$ cat config.mk
export PLATFORM = sky130hd
export DESIGN_NAME = door
export DESIGN_NICKNAME = d
export VERILOG_FILES = /design/src/rtl/door.sv
export SDC_FILE = /design/constraint.sdc
export NUM_CORES = 1
export LEC_CHECK = 0
export ABC_AREA = 1
export ABC_CLOCK_PERIOD_IN_PS = 1600
export BUFFER_PORTS_ARGS = -buffer_cell sky130_fd_sc_hd__buf_2
export CAP_MARGIN = 10
export CORE_AREA = 2 2 39 41
export CTS_CLUSTER_SIZE = 28
export DETAILED_ROUTE_END_ITERATION = 12
export DIE_AREA = 0 0 41 43
export PLACE_DENSITY = 0.37
export SLEW_MARGIN = 20
export SYNTH_ARGS = -nofsm -noshare
export SYNTH_HDL_FRONTEND = slang
export SYNTH_SLANG_ARGS = --single-unit
$ cat constraint.sdc
create_clock -name clk -period 1.6 [get_ports clk]
set_input_delay 0.08 -clock clk [delete_from_list [all_inputs] [get_ports clk]]
set_output_delay 0.08 -clock clk [all_outputs]
set_load 0.05 [all_outputs]
$ cat src/rtl/door.sv
// Garage-door controller: Moore FSM that drives the up/down motors from a push button and two limit sensors.
// Optional travel timeout is built only when DOOR_TIMEOUT_EN is defined.
module door #(
  parameter int unsigned MAX_TRAVEL = 1000
) (
  input  logic clk,
  input  logic rst,
  input  logic UP_max,
  input  logic activate,
  input  logic DN_max,
  output logic UP_m,
  output logic DN_m
);

  localparam logic [1:0] S_IDLE  = 2'd0;
  localparam logic [1:0] S_MV_UP = 2'd1;
  localparam logic [1:0] S_MV_DN = 2'd2;

  logic [1:0] r_state;
  logic [1:0] w_next;
  logic       r_activate_q;
  logic       w_act_pulse;
  logic       w_timeout;

  assign w_act_pulse = activate & ~r_activate_q;

`ifdef DOOR_TIMEOUT_EN
  localparam int unsigned CW = (MAX_TRAVEL > 2) ? $clog2(MAX_TRAVEL) : 1;
  logic [CW-1:0] r_travel_cnt;

  // Held at zero while idle, so each travel starts counting from zero.
  always_ff @(posedge clk) begin
    if (rst || r_state == S_IDLE) begin
      r_travel_cnt <= '0;
    end else begin
      r_travel_cnt <= r_travel_cnt + 1'b1;
    end
  end

  assign w_timeout = (r_travel_cnt == CW'(MAX_TRAVEL - 1));
`else
  assign w_timeout = 1'b0;
`endif

  always_comb begin
    w_next = r_state;
    case (r_state)
      S_IDLE: begin
        if (w_act_pulse && !(UP_max && DN_max)) begin
          // Door at bottom goes up; at top or stopped mid-way goes down.
          w_next = (DN_max && !UP_max) ? S_MV_UP : S_MV_DN;
        end
      end
      S_MV_UP: begin
        if (UP_max || w_act_pulse || w_timeout) begin
          w_next = S_IDLE;
        end
      end
      S_MV_DN: begin
        if (DN_max || w_act_pulse || w_timeout) begin
          w_next = S_IDLE;
        end
      end
      default: w_next = S_IDLE;
    endcase
  end

  always_ff @(posedge clk) begin
    if (rst) begin
      r_state      <= S_IDLE;
      r_activate_q <= 1'b0;
    end else begin
      r_state      <= w_next;
      r_activate_q <= activate;
    end
  end

  assign UP_m = (r_state == S_MV_UP);
  assign DN_m = (r_state == S_MV_DN);

endmodule

==> results.md, run 1 <==
- Status: complete, no violations
- Core area: 1380 sq um
- DR pass1 iterations: 4
- Final hold violation count: 0
- Max Buffers Root-to-Sink: 2
- Max Slew Vio Count: 0
- Fin nets: 49
- P_leak: 0.149 nW
- Most frequent cells in the layout: nand2_1 (8), inv_1 (7), nor2_1 (6), buf_2 (6)
- Top area cells in the synthesized netlist: dfxtp_1 (31%), nand2_1 (15%), inv_1 (13%)
- Worst-path fanout max: 4
- Drt first-iter violations: 5
- CP Capture Type: output port
- CTS sink count: 3
- Minimum clock period: 1.19 ns
- Netlist cell types: 10
- Final wirelength: 435 um
- Vias per std cell: 3.58
- Peak Freq: 841 MHz
- Initial core utilization: 14.2%
- Antenna Nets Post-Route: 0
- Synth top area share: 30.6%
- Num rows: 14
- Placement Setup Slack: 0.609 ns
- Post-CTS setup buffers: 0
- Worst slew pin tran: 0.253 ns
- Hold_buf cts: 0
- Syn Area/Cell: 5.95 sq um
- CTS tree: built
- GRT Overall Usage: 6.61%
- Initial antenna violation count: 0
- # fillers: 159
- Unrepaired setup endpoints after global routing: no
- Max IR drop VDD: 0.000318 V
- Kind of critical path: reg -> out
- Period utilization: 74.3%
- Sequential share of the synthesized area: 30.6%
- Largest net degree at the start of global routing: 6
- Vias in the first global route: 216
- CP arrival: 1.11 ns
- Gate count after technology mapping: 33
- Placed cells: 55
- Placed Area: 246 sq um
- IO Port Bufs: 6
- Worst EP required: 1.52 ns
- Final Non-Filler Cells: 59
- Detailed Place HPWL: 355 um
- H-tree depth: 1
- DRC: 0
- CTS Buf Count: 3
- Final setup fails: 0
- Chip Width: 41 um
- Startpoint types: flop
- Final RePlAce weighted congestion: 0.681
- Worst Clk Skew: 0.00135 ns
- Mapped cell area: 196 sq um
- Post-route cell area: 273 sq um
- First-pass GRT wire length: 779 um
- Die area: 1760 sq um
- Share of post-route cells with drive strength above 1: 32.6%
- Design Power: 0.344 mW
- Clock slew at reported path FFs: 0.04 ns
- Pwr dens: 1260 nW/um^2
- Seq cells post-synth: 3
- Worst Slack Setup Final: 0.411 ns
- Most common cell after layout, fill and taps aside: nand2_1
- Area grow syn2layout: 38.9%
- # diodes: 0
- Setup TNS: 0 ns
- Routed WL per cell: 7.37 um
- Max Cap Violations: 0
- Detailed-route via count: 211
- Root buf cell: clkbuf_4
- HP Class: in -> reg
- Clk_lat worst skew: 0.23 ns
- Post-CTS Resized: 0
- Leading area contributor after synthesis: dfxtp_1
- Warnings, synthesis: 0
- Remaining Overflow, GRT: 0
- I/O pins: 7
- Mapped Nets: 38
- Die height: 43 um
- Rel. slew slack: 83.2%
-- report_power, final --
group / internal [mW] / switching (mW)
combinational: 0.0348 / 0.0772
clock: 0.0936 / 0.0413
sequential: 0.0852 / 0.0115
-- kinds of logic after synthesis --
kind of cell	count (synthesis)	share of synthesized area (%)
buffers and inverters	7	13.4
AND/OR/NAND/NOR	21	49.7
flip-flops	3	30.6
AO/OA/AOI/OAI	2	6.37
-- cells in the mapped netlist --
library cell  instances
nand2_1               8
inv_1                 7
nor2_1                6
dfxtp_1               3
nor2_2                3
nand3_1               2
nand2_2               1
nand3_2               1
o211ai_1              1
o21ai_0               1
-- critical path, stage by stage (launching register included) --
cell and delay [ns]:
dfxtp_1 0.38, inv_1 0.07, nor2_1 0.14, buf_2 0.29
-- final timing paths --
kind	from	end	slack, ns	depth (start not counted)
max	r_state[1]	DN_m	0.41	3
min	rst	r_activate_q	0.01	2
max reg2reg	r_state[0]	r_state[1]	0.62	6
min reg2reg	r_state[1]	r_state[1]	0.56	2
-- area by class of cell --
cell class,count,area (sq um),share of cell area (%)
Sequential cell,3,60.1,22.0
Multi-Input combinational cell,23,110,40.4
Tap cell,16,20.0,7.34
Inverter,7,26.3,9.63
Timing Repair Buffer,6,30.0,11.0
Clock buffer,4,26.3,9.63
-- flip-flops by register name, summed over array words and instances (netlist names) --
| register | cells |
|---|---|
| r_state | 2 |
| r_activate_q | 1 |
-- per-layer routing --
metal	track usage [%]	wire [um]	up-vias
met2	10.0	220	5
met5	0	0	-
met3	2.09	32	0
li1	-	-	117
met4	6.00	0	0
met1	6.71	183	89
-- per-stage QoR --
step	hold slack [ns]	util [%]
after detailed placement	0.259	17.8
after global placement	0.257	17.8
after CTS	0.00592	19.7
final	0.0140	19.7
after global routing	0.0135	19.7
after floorplan	0.152	-
No activity file was read; power rests on OpenSTA's default activity.
==> inputs of run 2 (changes only) <==
--- a/config.mk
+++ b/config.mk
@@ -6,7 +6,7 @@
 export NUM_CORES = 1
 export LEC_CHECK = 0
 export ABC_AREA = 1
-export ABC_CLOCK_PERIOD_IN_PS = 1600
+export ABC_CLOCK_PERIOD_IN_PS = 1100
 export BUFFER_PORTS_ARGS = -buffer_cell sky130_fd_sc_hd__buf_2
 export CAP_MARGIN = 10
 export CORE_AREA = 2 2 39 41
==> constraint.sdc (replaced) <==
create_clock -name clk -period 1.1 [get_ports clk]
set_input_delay 0.055 -clock clk [delete_from_list [all_inputs] [get_ports clk]]
set_output_delay 0.055 -clock clk [all_outputs]
set_load 0.05 [all_outputs]
==> run 2 against run 1 <==
Cell area grew 11%. Core utilization grew 2.3 points. Via count grew 5.7%. Largest power group unchanged. Hold slack gained 0.052 ns. Sequential power grew 51%. Critical path depth is the same. Final cell count grew 1.7%. Sequential cell count is the same. First-iteration DRC count grew 20%. Clock power grew 50%. Largest cell class unchanged. Clock skew grew 0.0032 ns.
==> results.md, run 2 (synthesis gave the netlist of run 1 again) <==
- Rel. slew slack: 89.0%
- Worst EP required: 1.04 ns
- Minimum clock period: 0.998 ns
- Root buf cell: clkbuf_4
- Drt first-iter violations: 6
- DRC: 0
- Util after Layout: 22.0%
- Die height: 43 um
- Biggest register: r_state
- Detailed Place HPWL: 364 um
- Fin nets: 50
- First-pass GRT wire length: 793 um
- Pwr dens: 1770 nW/um^2
- H-tree depth: 1
- Final wirelength: 465 um
- Clock slew at reported path FFs: 0.04 ns
- Period utilization: 90.7%
- CTS Buf Count: 3
- R2r worst-path depth: 6
- Routed WL per cell: 7.75 um
- Final hold violation count: 0
- Max IR drop VDD: 0.000659 V
- Most common cell after layout, fill and taps aside: nand2_1
- Unrepaired setup endpoints after global routing: no
- IO Port Bufs: 6
- CP arrival: 0.94 ns
- Max Slew Vio Count: 0
- Largest regs: r_state (2), r_activate_q (1)
- Vias per std cell: 3.72
- Final RePlAce weighted congestion: 0.690
- Remaining Overflow, GRT: 0
- Worst R2R Setup Slack: 0.12 ns
- Vias in the first global route: 229
- Startpoint types: flop
- CTS tree: built
- Max Cap Violations: 0
- HP Class: in -> reg
- Max FFs per register: 2
- Reg-to-reg startpoint: r_state[0]
- Chip Width: 41 um
- CP endpoint: DN_m
- I/O pins: 7
- Antenna Nets Post-Route: 0
- Area grow syn2layout: 54.8%
- Most frequent cells in the layout: nand2_1 (8), inv_1 (7), nor2_2 (4), nor2_1 (4), buf_2 (4)
- Setup TNS: 0 ns
- CP Capture Type: output port
- Largest net degree at the start of global routing: 6
- Clk_lat worst skew: 0.24 ns
- P_leak: 0.155 nW
- Status: complete, no violations
- Critical path origin: r_state[1]
- Detailed-route via count: 223
- RR Endpoint: r_state[1]
- Num rows: 14
- Core area: 1380 sq um
- Initial core utilization: 14.2%
- DR pass1 iterations: 2
- Share of post-route cells with drive strength above 1: 40.9%
- Max Buffers Root-to-Sink: 2
- Worst-path fanout max: 4
- Final setup fails: 0
- Peak Freq: 1000 MHz
- Worst slew pin tran: 0.165 ns
- CTS sink count: 3
- # diodes: 0
- Die area: 1760 sq um
- Worst Clk Skew: 0.00452 ns
- Initial antenna violation count: 0
- Kind of critical path: reg -> out
- GRT Overall Usage: 7.32%
## run 2: changes by cell type in the layout (fill, tap and decap cells not counted), sizes merged
cell,delta
dlygate4sd3,+1
## run 2: final cells by class
type                       count  area [sq um]
fill                         165          1080
sequential                     3          62.6
clock buffer                   4          26.3
timing repair buffer           7          48.8
multi-input combinational     23           120
inverter                       7          26.3
tap                           16          20.0
## run 2: per-layer routing
layer / track usage, % / share of wire [%]
met2: 10.3 / 50
met4: 8.00 / 0
met3: 3.66 / 7.5
met5: 0 / 0
met1: 6.73 / 43
## run 2: what timing repair did
action / in CTS / in global routing
setup buffers: 0 / 0
endpoints found under the setup margin: 2 / 4
cloned: 0 / 0
hold endpoints to repair: 1 / 0
hold buffers: 1 / 0
resized for setup: 3 / 2
## run 2: worst min path at each step
| stage | start | endpoint | slack, ns | cells after the start |
|---|---|---|---|---|
| after floorplan | rst | r_activate_q | 0.13 | 1 |
| after global placement | rst | r_activate_q | 0.23 | 2 |
| after detailed placement | rst | r_activate_q | 0.24 | 2 |
| after CTS | activate | r_activate_q | 0.07 | 3 |
| after global routing | activate | r_activate_q | 0.1 | 3 |
| final | activate | r_activate_q | 0.07 | 3 |
## run 2: metrics by stage
| stage | hold WS [ns] | worst slack [ns] | instances | total power [mW] | instance area [sq um] |
|---|---|---|---|---|---|
| final | 0.0662 | 0.102 | 60 | 0.538 | 304 |
| after global routing | 0.0978 | 0.0144 | 60 | 0.575 | 304 |
| after CTS | 0.0655 | 0.00259 | 60 | 0.548 | 302 |
| after detailed placement | 0.237 | 0.0423 | 55 | 0.321 | 256 |
| after global placement | 0.231 | 0.0605 | 55 | 0.321 | 256 |
| after floorplan | 0.127 | -0.00679 | 33 | 0.281 | 206 |
## run 2: worst max-delay path, stage by stage, from the launching register on
cell	delay, ns
dfxtp_2	0.35
inv_1	0.08
nor2_4	0.10
buf_6	0.16
## run 2: power by group
part	leakage, nW	total (mW)	switching [mW]	internal [mW]
Combinational	0.115	0.189	0.121	0.0681
Clock	0.0150	0.202	0.0657	0.137
Sequential	0.0255	0.146	0.0194	0.127
Total	0.155	0.538	0.206	0.331
==> inputs of run 3 (changes only) <==
--- a/config.mk
+++ b/config.mk
@@ -9,10 +9,10 @@
 export ABC_CLOCK_PERIOD_IN_PS = 1100
 export BUFFER_PORTS_ARGS = -buffer_cell sky130_fd_sc_hd__buf_2
 export CAP_MARGIN = 10
-export CORE_AREA = 2 2 39 41
+export CORE_AREA = 3 3 40 42
 export CTS_CLUSTER_SIZE = 28
 export DETAILED_ROUTE_END_ITERATION = 12
-export DIE_AREA = 0 0 41 43
+export DIE_AREA = 0 0 43 45
 export PLACE_DENSITY = 0.37
 export SLEW_MARGIN = 20
 export SYNTH_ARGS = -nofsm -noshare
==> run 3 against run 2 <==
Final cell count is the same. Hold slack improved by 0.0026 ns. Die area increased by 9.8%. Register-to-register slack about the same. Total power increased by 0.33%. Clock power shrank 5%. Global-route usage decreased by 1.6 points. Clock-buffer cell count unchanged. Setup slack got worse by 0.034 ns. Sequential power is essentially flat.
==> results.md, run 3 (synthesis gave the netlist of run 1 again) <==
- Status: complete, no violations
- Remaining Overflow, GRT: 0
- Setup TNS: 0 ns
- GRT Overall Usage: 5.74%
- Routed WL per cell: 6.97 um
- Period utilization: 93.8%
- Core area: 1280 sq um
- P_leak: 0.162 nW
- Die area: 1940 sq um
- Area of the multi-input gates: 120 sq um
- Most common cell after layout, fill and taps aside: nand2_1
- DR pass1 iterations: 2
- Final hold slack: 0.0688 ns
- First-pass GRT wire length: 724 um
- Hold_sp: activate
- Initial core utilization: 15.3%
- CP arrival: 0.98 ns
- Max Cap Violations: 0
- Num rows: 13
- Worst EP required: 1.04 ns
- Vias per std cell: 3.70
- CP Capture Type: output port
- Hold path cells: 3
- Biggest register: r_state
- Final hold violation count: 0
- Die height: 45 um
- Rel. slew slack: 88.4%
- Reg area: 62.6 sq um
- Reg-to-reg startpoint: r_state[0]
- Clock slew at reported path FFs: 0.04 ns
- Root buf cell: clkbuf_4
- R2r worst-path depth: 6
- Max Slew Vio Count: 0
- Minimum clock period: 1.03 ns
- DRC: 0
- Initial antenna violation count: 0
- Chip Width: 43 um
- Unrepaired setup endpoints after global routing: no
- Share of post-route cells with drive strength above 1: 42.2%
- Hold Path Sink: r_activate_q
- Max IR drop VDD: 0.000645 V
- Area grow syn2layout: 59.9%
- RR Endpoint: r_state[1]
- CTS sink count: 3
- Peak Freq: 969 MHz
- Final setup fails: 0
- HP Class: in -> reg
- # diodes: 0
- Max FFs per register: 2
- IO Port Bufs: 6
- Most frequent cells in the layout: nand2_1 (8), inv_1 (7), nor2_2 (4), nor2_1 (4), buf_2 (4)
- Kind of critical path: reg -> out
- H-tree depth: 1
- Detailed Place HPWL: 363 um
- Antenna Nets Post-Route: 0
- Worst slew pin tran: 0.173 ns
- Final RePlAce weighted congestion: 0.719
- Worst R2R Setup Slack: 0.13 ns
- CTS tree: built
- Pwr dens: 1720 nW/um^2
- Worst-path fanout max: 5
- Largest net degree at the start of global routing: 6
- # fillers: 147
- Worst Clk Skew: 0.000652 ns
- Fin nets: 51
- Drt first-iter violations: 1
- Largest regs: r_state (2), r_activate_q (1)
- Max Buffers Root-to-Sink: 2
- Placed cells: 55
- Startpoint types: flop
- Post-CTS setup buffers: 0
- Final Non-Filler Cells: 60
- Vias in the first global route: 180
- Final wirelength: 418 um
- Clk_lat worst skew: 0.23 ns
- Detailed-route via count: 222
- I/O pins: 7
- CTS Buf Count: 3
## run 3: cell count changes in the layout (fill, tap and decap cells not counted), sizes merged
| cell | delta |
|---|---|
| buf | +1 |
## run 3: report_power, final
group | leakage [nW] | internal [mW] | switching (mW)
registers | 0.0255 | 0.127 | 0.0168
clock network | 0.0150 | 0.136 | 0.0557
logic | 0.121 | 0.0797 | 0.125
## run 3: worst max-delay path, stage by stage (launching register included)
cell     delay [ns]
dfxtp_2        0.33
buf_4          0.14
nor2_4         0.12
buf_8          0.15
## run 3: how the worst max path moves through the flow
| stage | start | end | depth (start not counted) |
|---|---|---|---|
| final | r_state[0] | DN_m | 3 |
| after global routing | r_state[0] | DN_m | 3 |
| after CTS | r_state[0] | DN_m | 3 |
| after detailed placement | r_state[0] | r_state[1] | 6 |
| after global placement | r_state[1] | r_state[1] | 7 |
| after floorplan | r_state[1] | r_state[0] | 5 |
## run 3: metrics by stage
stage          util (%)  cell area [sq um]  power (mW)  worst slack [ns]
3_3_place_gp       20.4                263       0.329             0.107
4_1_cts            23.6                303       0.538           0.00896
6_report           24.4                314       0.539            0.0682
3_5_place_dp       20.4                263       0.327             0.116
2_1_floorplan         -                206       0.281          -0.00679
5_1_grt            24.4                314       0.587            0.0216
## run 3: routing by layer
layer  share of wire [%]  wire (um)  vias up  track usage (%)
met5                   0          0        -                0
met4                   0          0        0             5.42
met3                 6.2         26        0             4.78
met2                  44        182        6             6.59
met1                  50        209       92             6.25
li1                    -          -      124                -
## run 3: timing repair
action | CTS | global route
endpoints found under the setup margin | 1 | 2
pin swaps | 0 | 0
endpoints found under the hold margin | 1 | 0
hold buffers | 1 | 0
gates cloned | 0 | 0
gates resized for setup | 2 | 5
## run 3: final cells by class
type	count	share of cell area [%]
sequential	3	19.9
multi-input combinational	23	38.2
inverter	7	8.37
tap	15	5.98
clock buffer	4	8.37
timing repair buffer	8	19.1
